==> src/rtl/ball_axis.sv <==
// -----------------------------------------------------------------------------
// ball_axis
// One axis of a bouncing ball for a raster display. Holds the ball position and
// direction along this axis, advances it once per frame, clamps at the walls,
// and produces the video overlay for the scan position along the axis.
//
// Configuration macro: BALL_AUTO_BOUNCE_EN
//   defined   : a wall hit reverses direction and the ball keeps moving.
//   undefined : a wall hit scores a point; the ball shows at the wall for one
//               cycle, then recentres and waits out a new serve delay.
//
// Ports
//   i_Clk, i_Rst_N : clock (rising edge) and asynchronous active-low reset
//   i_ScanReset    : restart the scan counter at 0
//   i_ScanEn       : visible-area strobe; advances the scan counter
//   i_FrameTick    : one pulse per frame; the only trigger for motion
//   i_Speed        : requested step per frame (clamped to P_MAX_SPEED)
//   i_Flip         : request to reverse direction on the next frame tick
//   i_Serve        : recentre the ball and restart the serve delay
//   o_Video        : ball covers the current scan position (combinational)
//   o_Pos, o_Dir   : ball position (0..MAX_POS) and direction (1 = up)
//   o_HitLow/High  : one-cycle pulse when the ball reaches 0 / MAX_POS
//   o_Moving       : ball is in the MOVE state
// -----------------------------------------------------------------------------
module ball_axis #(
   parameter int unsigned P_VISIBLE      = 640,
   parameter int unsigned P_BALL_SIZE    = 8,
   parameter int unsigned P_MAX_SPEED    = 7,
   parameter int unsigned P_SERVE_FRAMES = 60,
   localparam int unsigned W             = $clog2(P_VISIBLE)
) (
   input  logic         i_Clk,
   input  logic         i_Rst_N,
   input  logic         i_ScanReset,
   input  logic         i_ScanEn,
   input  logic         i_FrameTick,
   input  logic [2:0]   i_Speed,
   input  logic         i_Flip,
   input  logic         i_Serve,
   output logic         o_Video,
   output logic [W-1:0] o_Pos,
   output logic         o_Dir,
   output logic         o_HitLow,
   output logic         o_HitHigh,
   output logic         o_Moving
);

   localparam int unsigned WE = W + 1;
   localparam int unsigned MAX_POS_I = P_VISIBLE - P_BALL_SIZE;
   localparam logic [W-1:0] MAX_POS = W'(MAX_POS_I);
   localparam logic [W-1:0] CENTER = W'(MAX_POS_I / 2);
   localparam logic [W-1:0] SCAN_LAST = W'(P_VISIBLE - 1);
   localparam logic [2:0] MAX_SPEED = 3'(P_MAX_SPEED);
   localparam logic [7:0] SERVE_LAST = 8'(P_SERVE_FRAMES - 1);

   typedef enum logic {
      StServe,
      StMove
   } state_e;

   state_e        state_q, state_d;
   logic [W-1:0]  scan_q, scan_d;
   logic [W-1:0]  pos_q, pos_d;
   logic          dir_q, dir_d;
   logic [7:0]    cnt_q, cnt_d;
   logic          flip_q, flip_d;
   logic          hit_low_q, hit_low_d;
   logic          hit_high_q, hit_high_d;

   logic [2:0]    step;
   logic          dir_new;
   logic [WE-1:0] pos_ext;
   logic [WE-1:0] step_ext;
   logic [WE-1:0] pos_up;
   logic [WE-1:0] scan_ext;

   // Scan counter: reset wins over advance, saturates at the last visible pixel.
   always_comb begin
      scan_d = scan_q;
      if (i_ScanReset) begin
         scan_d = '0;
      end else if (i_ScanEn && (scan_q != SCAN_LAST)) begin
         scan_d = scan_q + W'(1);
      end
   end

   // Compare in W+1 bits so pos + size never wraps near the top edge.
   always_comb begin
      scan_ext = {1'b0, scan_q};
      o_Video  = i_ScanEn && (scan_ext >= pos_ext) && (scan_ext < pos_ext + WE'(P_BALL_SIZE));
   end

   always_comb begin
      step     = (i_Speed > MAX_SPEED) ? MAX_SPEED : i_Speed;
      pos_ext  = {1'b0, pos_q};
      step_ext = WE'(step);
      pos_up   = pos_ext + step_ext;
      // A flip arriving with the tick is applied on that tick.
      dir_new  = dir_q ^ (flip_q | i_Flip);
   end

   always_comb begin
      state_d    = state_q;
      pos_d      = pos_q;
      dir_d      = dir_q;
      cnt_d      = cnt_q;
      flip_d     = flip_q;
      hit_low_d  = 1'b0;
      hit_high_d = 1'b0;

      if (i_Serve) begin
         pos_d   = CENTER;
         cnt_d   = '0;
         flip_d  = 1'b0;
         state_d = StServe;
      end else begin
         case (state_q)
            StServe: begin
               flip_d = 1'b0;
`ifndef BALL_AUTO_BOUNCE_EN
               // The wall position was shown for one cycle; now recentre.
               if (hit_low_q || hit_high_q) begin
                  pos_d = CENTER;
               end
`endif
               if (i_FrameTick) begin
                  if (cnt_q == SERVE_LAST) begin
                     cnt_d   = '0;
                     state_d = StMove;
                  end else begin
                     cnt_d = cnt_q + 8'd1;
                  end
               end
            end
            StMove: begin
               flip_d = flip_q | i_Flip;
               if (i_FrameTick) begin
                  flip_d = 1'b0;
                  dir_d  = dir_new;
                  if (step != 3'd0) begin
                     if (dir_new) begin
                        if (pos_up >= WE'(MAX_POS)) begin
                           pos_d      = MAX_POS;
                           hit_high_d = 1'b1;
                           dir_d      = 1'b0;
                        end else begin
                           pos_d = pos_up[W-1:0];
                        end
                     end else begin
                        if (pos_ext <= step_ext) begin
                           pos_d     = '0;
                           hit_low_d = 1'b1;
                           dir_d     = 1'b1;
                        end else begin
                           pos_d = pos_q - W'(step);
                        end
                     end
                  end
`ifndef BALL_AUTO_BOUNCE_EN
                  if (hit_low_d || hit_high_d) begin
                     state_d = StServe;
                     cnt_d   = '0;
                  end
`endif
               end
            end
            default: state_d = StServe;
         endcase
      end
   end

   always_ff @(posedge i_Clk or negedge i_Rst_N) begin
      if (!i_Rst_N) begin
         state_q    <= StServe;
         scan_q     <= '0;
         pos_q      <= CENTER;
         dir_q      <= 1'b1;
         cnt_q      <= '0;
         flip_q     <= 1'b0;
         hit_low_q  <= 1'b0;
         hit_high_q <= 1'b0;
      end else begin
         state_q    <= state_d;
         scan_q     <= scan_d;
         pos_q      <= pos_d;
         dir_q      <= dir_d;
         cnt_q      <= cnt_d;
         flip_q     <= flip_d;
         hit_low_q  <= hit_low_d;
         hit_high_q <= hit_high_d;
      end
   end

   assign o_Pos     = pos_q;
   assign o_Dir     = dir_q;
   assign o_HitLow  = hit_low_q;
   assign o_HitHigh = hit_high_q;
   assign o_Moving  = (state_q == StMove);

endmodule

==> config.mk <==
export PLATFORM = sky130hd
export DESIGN_NAME = ball_axis
export DESIGN_NICKNAME = d
export VERILOG_FILES = /design/src/rtl/ball_axis.sv
export SDC_FILE = /design/constraint.sdc
export NUM_CORES = 1
export LEC_CHECK = 0
export CORE_UTILIZATION = 63
export CTS_CLUSTER_DIAMETER = 200
export CTS_CLUSTER_SIZE = 8
export DETAILED_ROUTE_END_ITERATION = 16
export PLACE_DENSITY = 0.9
export SYNTH_ARGS = -nofsm -noshare
export SYNTH_HDL_FRONTEND = slang
export SYNTH_SLANG_ARGS = --single-unit
export TNS_END_PERCENT = 100
==> constraint.sdc <==
create_clock -name i_Clk -period 4.8 [get_ports i_Clk]
set_input_delay 0.96 -clock i_Clk [delete_from_list [all_inputs] [get_ports i_Clk]]
set_output_delay 0.96 -clock i_Clk [all_outputs]
set_load 0.1 [all_outputs]
==> results.py, run 1 <==
metrics = {
    "critical_path": {
        "cpPeakStageDelay_ps": 500,
        "cp.required_ps": 4970,
        "critPathArrivalTime_ps": 4120,
        "start_kind": "primary input",
        "crit_path_end_kind": "register",
        "path_buf_inv": 2,
        "cp_top_family": "compound AO/OA/AOI/OAI gates",
        "reg2reg_slack_ps": 1590,
        "path_class": "in2reg",
        "crit_fanout": 6,
        "cpMaxStageDelayCell": "clkdlybuf4s50_1",
        "path_cells": "clkdlybuf4s50_1, ha_1, inv_1, fa_1, nor2b_1, o21ai_0, or3_1, a211oi_4, o21ai_2, o21ai_4, mux2_4",
    },
    "synth": {
        "synth_nets": 371,
        "synth-seq-area-share_pct": 29.2,
        "synth-async-reset-ratio_pct": 100,
        "synth_area_um2": 2850,
        "synth.distinct_cells": 61,
        "yosys_warnings": 0,
        "synth-edff-count": 0,
        "synth_area_leaders": "dfrtp_1 (24%), ha_1 (13%), dfstp_2 (5.5%)",
        "synth_top_cell_area_share_pct": 23.7,
        "synth_ff_type": "dfrtp_1",
        "syn-instance-count": 330,
        "yosys.area.top_type": "dfrtp_1",
        "syn_area_per_cell_um2": 8.63,
        "ys_seq_elements": 33,
    },
    "floorplanning": {
        "start_util_pct": 65.4,
        "fp.dieW_um": 69.2,
        "coreArea_um2": 4350,
        "io_pins": 25,
        "std_cell_rows": 24,
        "die_h_um": 69.2,
        "die_area_um2": 4790,
    },
    "timing": {
        "slew_violations": 0,
        "setup_slack_ps": 855,
        "fin_worst_skew_ps": 8.62,
        "layout_min_cycle_time_ps": 3950,
        "clock.fmax_mhz": 253,
        "hold_viol": 0,
        "rsz0062_at_grt": "false",
        "relSlewSlack_pct": 35.1,
        "tns_ps": 0,
        "tightestPinTransition_ps": 970,
        "period_share_pct": 82.2,
        "setup_viol": 0,
    },
    "routing": {
        "drt-pass1-iter-count": 5,
        "antenna_left": 0,
        "wl_mm": 7.16,
        "routedWlPerCell_um": 17.6,
        "route.vias.total": 2665,
        "vias_per_cell": 6.56,
        "post-route-drc-count": 0,
        "dr.first_iter.drc_count": 246,
    },
    "placed_design": {
        "place_ws_ps": 694,
        "gp_congestion": 0.961,
        "io_buffers": 24,
        "dp_hpwl_mm": 5.20,
    },
    "clock_tree": {
        "cts_resized": 0,
        "htree_levels": 2,
        "cts-root-buf": "clkbuf_8",
        "clock_sinks": 33,
        "clkTransAtPathRegs_ps": 70,
        "cts_hold_buf": 0,
        "numCtsBuffers": 5,
        "clk_latency_ps": 290,
        "cts_tree": "yes",
        "cts_setup_buffers": 0,
        "clock_path_buffers": 2,
    },
    "grt": {
        "grt_max_degree": 34,
        "grt_pass1_wl_mm": 12.1,
        "antenna_found_initial": 0,
        "grt_usage_pct": 31.5,
        "overflow": 0,
        "grt_pass1_vias": 2639,
    },
    "pwr": {
        "ir_worst_vdd_mv": 0.161,
        "powerDensity_nw_per_um2": 201,
        "finalPower_mw": 0.652,
        "p_leak_nw": 1.37,
    },
    "job": {
        "maxCapViolCount": 0,
    },
    "status": {
        "status": "complete, no violations",
    },
    "cells_and_area": {
        "n_fill_cell": 320,
        "diodes": 0,
        "fin_util_pct": 74.3,
        "drive_gt1_share_pct": 9.04,
        "nets": 394,
        "area_growth_pct": 13.6,
    },
    "hold_path": {
        "hold_path_class": "reg2reg",
    },
}
==> logic make-up (layout without fill, tap and decap cells) <==
logic type / count (synthesis) / count (layout) / synth area share [%]
buf+inv: 37 / 61 / 5.49
compound gates: 82 / 82 / 20.1
fa+ha+maj: 31 / 31 / 14.1
xor+xnor: 26 / 26 / 7.99
mux: 4 / 4 / 1.62
simple gates: 117 / 117 / 21.4
flops: 33 / 33 / 29.2
==> path summary, 6_finish.rpt <==
check	cells after the start	start	end
worst max register to register	10	o_Pos[0]$_DFFE_PN0P_	cnt_q[1]$_DFFE_PN0P_
worst max-delay path	11	i_Speed[0]	cnt_q[1]$_DFFE_PN0P_
worst min-delay path	1	cnt_q[0]$_DFFE_PN0P_	cnt_q[0]$_DFFE_PN0P_
max in group asynchronous	2	i_Rst_N	o_Pos[8]$_DFFE_PN1P_
min in group asynchronous	2	i_Rst_N	o_Pos[7]$_DFFE_PN0P_
worst min register to register	1	cnt_q[0]$_DFFE_PN0P_	cnt_q[0]$_DFFE_PN0P_
==> per-stage QoR <==
stage	cells	cell area (µm²)	hold WS [ps]
3_3_place_gp	398	3120	484
6_report	406	3240	510
5_1_grt	406	3240	552
4_1_cts	406	3240	504
2_1_floorplan	330	2850	472
3_5_place_dp	398	3120	494
==> cell usage after synthesis (3+ instances only) <==
master / number
nand2_1: 25
or3_1: 4
a21oi_1: 16
a31oi_1: 10
o21ai_0: 21
xor2_1: 10
nor3b_1: 3
nand3_1: 8
nor2_1: 30
nor3_1: 13
inv_1: 25
dfrtp_1: 27
and3_1: 6
clkbuf_1: 6
ha_1: 29
a21o_1: 6
dfstp_2: 6
xnor2_1: 16
nand2b_1: 3
and2_1: 4
nand4_1: 8
o2bb2ai_1: 3
==> state kept, by name, indices dropped and copies added, names as in the netlist <==
name       count
o_HitLow       1
o_HitHigh      1
cnt_q          8
o_Dir          1
flip_q         1
o_Pos         10
scan_q        10
o_Moving       1
==> cell usage in the layout (no fill, tap or decap), types with 4 or more instances in the layout <==
| cell | Yosys | final |
|---|---|---|
| dfstp_2 | 6 | 6 |
| dfrtp_1 | 27 | 27 |
| and3_1 | 6 | 6 |
| clkbuf_8 | 0 | 6 |
| or3_1 | 4 | 4 |
| o21ai_0 | 21 | 21 |
| a21oi_1 | 16 | 16 |
| inv_1 | 25 | 25 |
| a31oi_1 | 10 | 10 |
| nand2_1 | 25 | 25 |
| nor2_1 | 30 | 30 |
| clkdlybuf4s50_1 | 0 | 23 |
| nor3_1 | 13 | 13 |
| nand4_1 | 8 | 8 |
| xnor2_1 | 16 | 16 |
| buf_4 | 0 | 4 |
| nand3_1 | 8 | 8 |
| xor2_1 | 10 | 10 |
| ha_1 | 29 | 29 |
| and2_1 | 4 | 4 |
| a21o_1 | 6 | 6 |
==> power breakdown <==
group | total, mW | internal, mW | switching [mW]
clock network | 0.277 | 0.169 | 0.108
registers | 0.296 | 0.286 | 0.00957
logic | 0.0791 | 0.0331 | 0.0460
==> cell type report <==
cell class,count,area [µm²],area share [%]
multi-input cells,260,1860,57.6
inverters,26,97.6,3.02
well taps,52,65.1,2.01
flip-flops and latches,33,833,25.7
clock inverters,1,30.0,0.928
repair buffers,27,260,8.04
clock buffers,7,86.3,2.67
==> metal layers <==
| metal | vias up | wire [µm] | part of all wire [%] | GRT usage [%] |
|---|---|---|---|---|
| li1 | 1239 | - | - | - |
| met1 | 1254 | 2800 | 39 | 38.9 |
| met2 | 146 | 3550 | 50 | 52.3 |
| met3 | 26 | 601 | 8.4 | 6.69 |
| met4 | 0 | 206 | 2.9 | 15.2 |
| met5 | - | 0 | 0 | 0 |
(Power assumes the default switching activity.)
==> inputs of run 2 (changes only) <==
--- a/config.mk
+++ b/config.mk
@@ -5,11 +5,11 @@
 export SDC_FILE = /design/constraint.sdc
 export NUM_CORES = 1
 export LEC_CHECK = 0
-export CORE_UTILIZATION = 63
+export CORE_UTILIZATION = 59
 export CTS_CLUSTER_DIAMETER = 200
 export CTS_CLUSTER_SIZE = 8
 export DETAILED_ROUTE_END_ITERATION = 16
-export PLACE_DENSITY = 0.9
+export PLACE_DENSITY = 0.85
 export SYNTH_ARGS = -nofsm -noshare
 export SYNTH_HDL_FRONTEND = slang
 export SYNTH_SLANG_ARGS = --single-unit
==> constraint.sdc (replaced) <==
create_clock -name i_Clk -period 4 [get_ports i_Clk]
set_input_delay 0.8 -clock i_Clk [delete_from_list [all_inputs] [get_ports i_Clk]]
set_output_delay 0.8 -clock i_Clk [all_outputs]
set_load 0.1 [all_outputs]
==> run 2 against run 1 <==
Global-route usage fell by 1.5 points. Cell count rose by 0.49%. Non-clock buffer count rose by 2. Critical path depth fell by 2. Clock skew fell by 4.7 ps. Critical endpoint is now o_Video.
==> results.py, run 2 (same netlist as run 1, synthesis figures left out) <==
metrics = {
    "critical_path": {
        "crit_fanout": 9,
        "path_class": "reg2out",
        "timing.rr.end": "o_Pos[6]$_DFFE_PN0P_",
        "reg2reg_slack_ps": 920,
        "cp.required_ps": 3200,
        "startpoint": "o_Pos[4]$_DFFE_PN1P_",
        "r2r_cells": 11,
        "crit_path_end_kind": "primary output",
        "start_kind": "register",
        "critPathArrivalTime_ps": 2870,
        "endpoint": "o_Video",
        "regToRegStartpoint": "o_Pos[0]$_DFFE_PN0P_",
    },
    "routing": {
        "routedWlPerCell_um": 16.9,
        "vias_per_cell": 6.18,
        "route.vias.total": 2523,
        "wl_mm": 6.91,
        "antenna_left": 0,
        "post-route-drc-count": 0,
        "dr.first_iter.drc_count": 232,
        "drt-pass1-iter-count": 4,
    },
    "pwr": {
        "powerDensity_nw_per_um2": 238,
        "p_leak_nw": 1.38,
        "ir_worst_vdd_mv": 0.134,
        "p_seq_share_pct": 45.4,
        "p_sw_mw": 0.194,
        "p_int_mw": 0.585,
        "clockPowerShare_pct": 42.7,
        "power_frac_comb_pct": 11.9,
        "swShare_pct": 24.9,
    },
    "placed_design": {
        "gp_congestion": 0.907,
        "dp_hpwl_mm": 5.36,
        "place_area_um2": 3160,
        "io_buffers": 24,
    },
    "grt": {
        "antenna_found_initial": 0,
        "grt_pass1_vias": 2558,
        "grt_pass1_wl_mm": 12.0,
        "grt_max_degree": 34,
        "grt_usage_pct": 30.1,
        "overflow": 0,
    },
    "timing": {
        "layout_min_cycle_time_ps": 3670,
        "setup_viol": 0,
        "tightestPinTransition_ps": 1010,
        "hold_viol": 0,
        "rsz0062_at_grt": "false",
        "clock.fmax_mhz": 273,
        "relSlewSlack_pct": 32.6,
        "period_share_pct": 91.7,
        "slew_violations": 0,
        "fin_worst_skew_ps": 3.95,
        "holdWs_ps": 508,
        "tns_ps": 0,
    },
    "floorplanning": {
        "die_area_um2": 5110,
        "io_pins": 25,
        "std_cell_rows": 24,
        "start_util_pct": 63.2,
        "die_h_um": 71.5,
        "coreArea_um2": 4500,
        "fp.dieW_um": 71.5,
    },
    "cells_and_area": {
        "diodes": 0,
        "nets": 396,
        "postLayoutCellArea_um2": 3270,
        "drive_gt1_share_pct": 9.55,
        "final_cell_mix": "nor2_1 (30), ha_1 (29), dfrtp_1 (27)",
        "area_growth_pct": 14.8,
        "mostFrequentLayoutCell": "nor2_1",
    },
    "status": {
        "status": "complete, no violations",
    },
    "clock_tree": {
        "cts_resized": 0,
        "cts_tree": "yes",
        "clkTransAtPathRegs_ps": 70,
        "htree_levels": 2,
        "cts_hold_buf": 0,
        "clk_latency_ps": 290,
        "numCtsBuffers": 5,
        "clock_sinks": 33,
        "clock_path_buffers": 2,
        "cts-root-buf": "clkbuf_8",
        "cts_setup_buffers": 0,
    },
    "job": {
        "maxCapViolCount": 0,
    },
    "hold_path": {
        "hold_path_class": "reg2reg",
        "holdPathStages": 1,
    },
}
-- run 2: changes by cell type in the layout (fill, tap and decap cells not counted) --
| cell | change |
|---|---|
| a211oi_2 | -1 |
| a211oi_4 | +1 |
| buf_12 | +1 |
| buf_4 | +1 |
-- run 2: stage by stage --
stage          setup slack (ps)  instances  utilization (%)  total power, mW
2_1_floorplan              98.2        330                -            0.417
3_3_place_gp                210        400             70.1            0.449
3_5_place_dp               90.5        400             70.1            0.452
4_1_cts                     328        408             72.6            0.783
5_1_grt                     116        408             72.6            0.808
6_report                    331        408             72.6            0.780
-- run 2: cell type report --
cell class | count | area [µm²]
Multi-Input combinational cell | 260 | 1870
Fill cell | 347 | 1230
Sequential cell | 33 | 833
Timing Repair Buffer | 29 | 288
Inverter | 26 | 97.6
Clock buffer | 7 | 86.3
Tap cell | 52 | 65.1
Clock inverter | 1 | 30.0
-- run 2: how the worst min path moves through the flow --
stage                         start                   end  slack [ps]
6_report       cnt_q[0]$_DFFE_PN0P_  cnt_q[0]$_DFFE_PN0P_         510
5_1_grt        cnt_q[0]$_DFFE_PN0P_  cnt_q[0]$_DFFE_PN0P_         540
4_1_cts        cnt_q[0]$_DFFE_PN0P_  cnt_q[0]$_DFFE_PN0P_         510
3_5_place_dp   cnt_q[0]$_DFFE_PN0P_  cnt_q[0]$_DFFE_PN0P_         500
3_3_place_gp   cnt_q[0]$_DFFE_PN0P_  cnt_q[0]$_DFFE_PN0P_         490
2_1_floorplan  cnt_q[0]$_DFFE_PN0P_  cnt_q[0]$_DFFE_PN0P_         470
-- run 2: power groups by stage --
stage / logic, mW / clock network (mW) / registers, mW
final: 0.0924 / 0.333 / 0.354
after global routing: 0.103 / 0.348 / 0.357
after CTS: 0.0917 / 0.337 / 0.354
after detailed placement: 0.0914 / 0 / 0.360
after global placement: 0.0895 / 0 / 0.360
after floorplan: 0.0602 / 0 / 0.357
-- run 2: metal layers --
metal | wire (µm) | GRT usage (%)
met1 | 3130 | 39.3
met2 | 3250 | 48.6
met3 | 343 | 5.63
met4 | 191 | 13.9
met5 | 0 | 0
-- run 2: worst max-delay path, stage by stage, from the launching register on --
cell	delay (ps)
dfstp_2	670
ha_1	250
nand3_1	180
nor2_1	190
xnor2_1	140
ha_1	250
o22ai_1	200
o21ai_0	180
a211oi_4	290
buf_12	210
